File: src/rtl/forwarding_hazard_unit.sv
// Operand forwarding and hazard detection for the decode stage of the 5-stage pipeline.
// Also tracks in-flight MDU destinations and counts stalled cycles.
module forwarding_hazard_unit #(
    parameter int DATA_WIDTH      = 32,
    parameter int REG_ADDR_WIDTH  = 5,
    parameter int STALL_CNT_WIDTH = 16
) (
    input  logic                       clk,
    input  logic                       rst,
    input  logic                       dec_valid,
    input  logic [REG_ADDR_WIDTH-1:0]  dec_rs_addr,
    input  logic [DATA_WIDTH-1:0]      dec_rs_data,
    input  logic [REG_ADDR_WIDTH-1:0]  dec_rt_addr,
    input  logic [DATA_WIDTH-1:0]      dec_rt_data,
    input  logic                       exec_wb,
    input  logic                       exec_uses_alu,
    input  logic [REG_ADDR_WIDTH-1:0]  exec_rd_addr,
    input  logic [DATA_WIDTH-1:0]      exec_data,
    input  logic                       mem_wb,
    input  logic [REG_ADDR_WIDTH-1:0]  mem_rd_addr,
    input  logic [DATA_WIDTH-1:0]      mem_data,
    input  logic                       mem_data_valid,
    input  logic                       wb_wb,
    input  logic [REG_ADDR_WIDTH-1:0]  wb_rd_addr,
    input  logic [DATA_WIDTH-1:0]      wb_data,
    input  logic                       mdu_issue,
    input  logic [REG_ADDR_WIDTH-1:0]  mdu_rd_addr,
    input  logic                       mdu_done,
    input  logic [REG_ADDR_WIDTH-1:0]  mdu_done_addr,
    input  logic [DATA_WIDTH-1:0]      mdu_done_data,
    output logic [DATA_WIDTH-1:0]      fwd_rs_data,
    output logic [DATA_WIDTH-1:0]      fwd_rt_data,
    output logic                       stall,
    output logic [1:0]                 stall_reason,
    output logic                       mdu_busy,
    output logic [STALL_CNT_WIDTH-1:0] stall_cycles
);

    localparam int NUM_REGS = 2 ** REG_ADDR_WIDTH;

    logic [NUM_REGS-1:0]       scoreboard;
    logic [NUM_REGS-1:0]       scoreboard_next;
    logic [REG_ADDR_WIDTH-1:0] src [2];
    logic [DATA_WIDTH-1:0]     rf [2];
    logic [DATA_WIDTH-1:0]     fwd [2];
    logic [1:0]                nz, ex_hit, mem_hit, mdu_hit, wb_hit;
    logic [1:0]                load_use, cache_miss, mdu_pend;
    logic [1:0]                reason_next;

    // Index 0 = rs, index 1 = rt; both sources follow the identical rule.
    always_comb begin
        src[0] = dec_rs_addr;
        src[1] = dec_rt_addr;
        rf[0]  = dec_rs_data;
        rf[1]  = dec_rt_data;
        nz = '0; ex_hit = '0; mem_hit = '0; mdu_hit = '0; wb_hit = '0;
        load_use = '0; cache_miss = '0; mdu_pend = '0;
        fwd[0] = dec_rs_data;
        fwd[1] = dec_rt_data;
        for (int i = 0; i < 2; i++) begin
            nz[i]      = (src[i] != '0);
            ex_hit[i]  = nz[i] & exec_wb & (exec_rd_addr == src[i]);
            mem_hit[i] = nz[i] & mem_wb & (mem_rd_addr == src[i]);
            mdu_hit[i] = nz[i] & mdu_done & (mdu_done_addr == src[i]);
            wb_hit[i]  = nz[i] & wb_wb & (wb_rd_addr == src[i]);

            if (ex_hit[i] && exec_uses_alu) fwd[i] = exec_data;
            else if (mem_hit[i])            fwd[i] = mem_data;
            else if (mdu_hit[i])            fwd[i] = mdu_done_data;
            else if (wb_hit[i])             fwd[i] = wb_data;
            else                            fwd[i] = rf[i];

            // A same-cycle MDU completion is bypassed, so it never holds decode.
            load_use[i]   = dec_valid & ex_hit[i] & ~exec_uses_alu;
            cache_miss[i] = dec_valid & ~ex_hit[i] & mem_hit[i] & ~mem_data_valid;
            mdu_pend[i]   = dec_valid & nz[i] & scoreboard[src[i]]
                          & ~ex_hit[i] & ~mem_hit[i] & ~mdu_hit[i];
        end
    end

    assign fwd_rs_data = fwd[0];
    assign fwd_rt_data = fwd[1];
    assign stall = ~rst & ((|load_use) | (|cache_miss) | (|mdu_pend));

    always_comb begin
        reason_next = 2'd0;
        if (|load_use)        reason_next = 2'd1;
        else if (|cache_miss) reason_next = 2'd2;
        else if (|mdu_pend)   reason_next = 2'd3;
    end

    // Set is applied after clear so an issue to a just-completed register wins.
    always_comb begin
        scoreboard_next = scoreboard;
        if (mdu_done) scoreboard_next[mdu_done_addr] = 1'b0;
        if (mdu_issue && mdu_rd_addr != '0) scoreboard_next[mdu_rd_addr] = 1'b1;
    end

    always_ff @(posedge clk) begin
        if (rst) begin
            scoreboard   <= '0;
            mdu_busy     <= 1'b0;
            stall_reason <= 2'd0;
            stall_cycles <= '0;
        end else begin
            scoreboard   <= scoreboard_next;
            mdu_busy     <= |scoreboard_next;
            stall_reason <= reason_next;
            if (stall && stall_cycles != '1)
                stall_cycles <= stall_cycles + STALL_CNT_WIDTH'(1);
        end
    end

endmodule

File: config.mk
export PLATFORM = sky130hd
export DESIGN_NAME = forwarding_hazard_unit
export DESIGN_NICKNAME = d
export VERILOG_FILES = /design/src/rtl/forwarding_hazard_unit.sv
export SDC_FILE = /design/constraint.sdc
export NUM_CORES = 1
export LEC_CHECK = 0
export ABC_AREA = 1
export CORE_ASPECT_RATIO = 0.6
export CORE_UTILIZATION = 47
export CTS_BUF_LIST = sky130_fd_sc_hd__clkbuf_2 sky130_fd_sc_hd__clkbuf_4 sky130_fd_sc_hd__clkbuf_8
export CTS_CLUSTER_SIZE = 20
export DETAILED_ROUTE_END_ITERATION = 10
export PLACE_DENSITY = 0.9
export SYNTH_ARGS = -nofsm -noshare
export SYNTH_HDL_FRONTEND = slang
export SYNTH_SLANG_ARGS = --single-unit
File: constraint.sdc
create_clock -name clk -period 6.9 [get_ports clk]
set_input_delay 1.725 -clock clk [delete_from_list [all_inputs] [get_ports clk]]
set_output_delay 1.725 -clock clk [all_outputs]
set_load 0.02 [all_outputs]
==> flow_summary.yaml <==
clock_network:
  clock-sinks: 51
  cts_tree: "yes"
  htree_levels: 2
  cts_resized: 0
  path_clk_slew_ps: 100
  ctsLongestPathBuffers: 2
  hold_buffers: 0
  numCtsBuffers: 5
  clk_latency_ps: 340
  root_buffer: "clkbuf_8"
  post_cts_buffers: 0
routing:
  first_pass_iters: 9
  drtIter0Drc: 1376
  viasPerCell: 5.99
  wl_per_cell_um: 19.2
  wl_um: 34300
  route.antenna.remaining_nets: 0
  via_count: 10700
  drc: 0
sta:
  fin_skew_ps: 8.57
  fin_crit_ps: 6570
  hold_viol_final: 0
  finalMaxSlewViolations: 0
  relSlewSlack: 0.118
  clock.fmax_ghz: 0.152
  finalCritPeriodShare: 0.952
  worst_pin_slew_ps: 1310
  rsz0062_at_grt: "no"
  setup_tns_ps: 0
  setup_violations: 0
final_layout:
  stdcell_area_sq_um: 10400
  area_growth_syn_to_layout_pct: 52.5
  fillerInstances: 1223
  finalNetCount: 1834
  seq_area_sq_um: 1020
  multi_input_area_sq_um: 4970
  drive_above_1_share: 0.0495
worst_setup_path:
  regToRegSetupSlack_ps: 4680
  start_kind: "primary input"
  endpoint_kind: "output port"
  worstPathArrival_ps: 4840
  r2r-start: "stall_cycles[0]"
  worstReg2RegEnd: "stall_cycles[13]"
  crit_fanout: 32
  cp.required_ps: 5180
  r2r_cells: 12
  path_class: "in2out"
synthesis:
  ys_seq_area_frac: 0.149
  syn_nets: 1549
  synth_common_cells: "nand2_1 (318), nor2_1 (190), nand3_1 (141)"
  syn_area_sq_um: 6830
  synth_cells: 1311
  synth_warnings: 0
  synth_area_leaders: "nand2_1 (17%), dfxtp_1 (15%), nor2_1 (10%)"
  synth_ff_type: "dfxtp_1"
  synth.avg_cell_area_sq_um: 5.21
  synth_edf_count: 0
  synth-seq-cells: 51
  yosysMostFrequentCell: "nand2_1"
  synthDistinctLibCells: 39
  yosysTopAreaCell: "nand2_1"
  synth_top_area_frac: 0.175
  async_flop_share: 0
global_route:
  overflow: 0
  grt_max_degree: 65
  antenna_found_initial: 0
  grt_pass1_wl_um: 50800
  grt_pass1_vias: 9305
  track_usage: 0.439
floorplan:
  core_area_sq_um: 13900
  num_rows: 33
  die_width_um: 158
  io_pins: 321
  die_area_sq_um: 15000
  start_util: 0.491
  die_y_um: 95.4
power_and_ir_drop:
  leakage_uw: 0.00451
  p_per_area_nw_per_um2: 108
  peakVddDrop_mv: 0.100
min_path:
  hp-class: "reg2reg"
  hold_depth: 2
  worstHoldStart: "scoreboard[0]"
  whs_endpoint: "scoreboard[0]"
outcome:
  outcome: "completed"
place:
  dp_hpwl_um: 26700
  gp_congestion: 1.04
  dpl_cell_area_sq_um: 10300
  port-buffer-count: 320
run:
  max-cap-violations: 0
-- kinds of logic after synthesis --
kind of cell,count (synthesis),synth area share
AOI/OAI and AO/OA,326,0.265
xor gates and xnor gates,10,0.0128
DFF,51,0.149
and+or+nand+nor,711,0.444
adders and majority gates,1,0.00183
buffers and inverters,212,0.127
-- worst max path at each step --
| stage | startpoint | to | slack (ps) |
|---|---|---|---|
| after floorplan | dec_rs_addr[0] | fwd_rs_data[21] | 1850 |
| after global placement | dec_rs_addr[4] | fwd_rs_data[1] | 590 |
| after detailed placement | dec_rs_addr[1] | fwd_rs_data[1] | 460 |
| after CTS | dec_rs_addr[1] | fwd_rs_data[1] | 460 |
| after global routing | dec_rs_addr[1] | fwd_rs_data[3] | 170 |
| final | dec_rs_addr[1] | fwd_rs_data[15] | 330 |
-- registers in the layout, indices dropped and copies added (netlist names) --
| register | flops |
|---|---|
| mdu_busy | 1 |
| scoreboard | 32 |
| stall_cycles | 16 |
| stall_reason | 2 |
-- metal layers --
layer,share of wire,GRT usage,vias to the layer above
li1,-,-,4940
met1,0.39,0.598,4691
met2,0.40,0.624,954
met3,0.17,0.170,143
met4,0.038,0.148,0
met5,0,0,-
-- metrics by stage --
step	hold WS (ps)	instances	total power, uW	utilization	setup slack [ps]
floorplan	440	1311	571	-	1850
global placement	480	1781	881	0.740	589
detailed placement	482	1781	885	0.740	459
CTS	497	1789	1100	0.748	457
global route	528	1789	1170	0.748	173
finish	516	1790	1120	0.749	333
-- critical path: stages --
cell             delay [ps]
clkdlybuf4s50_1         770
inv_2                   240
nand2_1                 110
nand2_1                  50
inv_1                    50
nand2_1                  40
nor2_1                  160
nand2_1                 160
nor2_2                  130
buf_4                   400
nand2_1                  80
o21ai_1                 200
clkdlybuf4s50_1         670
-- power by group --
part	total (uW)	internal, uW	switching [uW]
sequential	305	301	4.37
clock	227	108	118
combinational	591	274	317
-- placed cells by master, fill, tap and decap left out, types with 3 or more instances in the layout --
cell type	netlist	final
inv_1	121	121
clkdlybuf4s50_1	0	320
a21oi_1	62	62
o21ai_1	81	81
buf_4	8	35
dfxtp_1	51	51
o21ai_0	97	97
inv_2	8	8
nand3_1	141	141
nor2_2	5	7
a31oi_1	33	33
nor2_1	190	188
nor3_1	23	22
nand4_1	18	18
o211ai_1	11	11
xor2_1	5	5
a22oi_1	4	4
o31ai_1	32	32
xnor2_1	5	5
buf_12	0	6
clkbuf_8	0	5
nand2_2	2	3
nand2_1	318	317
-- cell type report --
type | count | area share
timing repair buffer | 361 | 0.344
tap | 192 | 0.0231
multi-input combinational | 1048 | 0.477
inverter | 129 | 0.0465
antenna | 1 | 0.000240
clock buffer | 5 | 0.00661
clock inverter | 3 | 0.00420
sequential | 51 | 0.0980
Power figures use the tool's default switching activity.
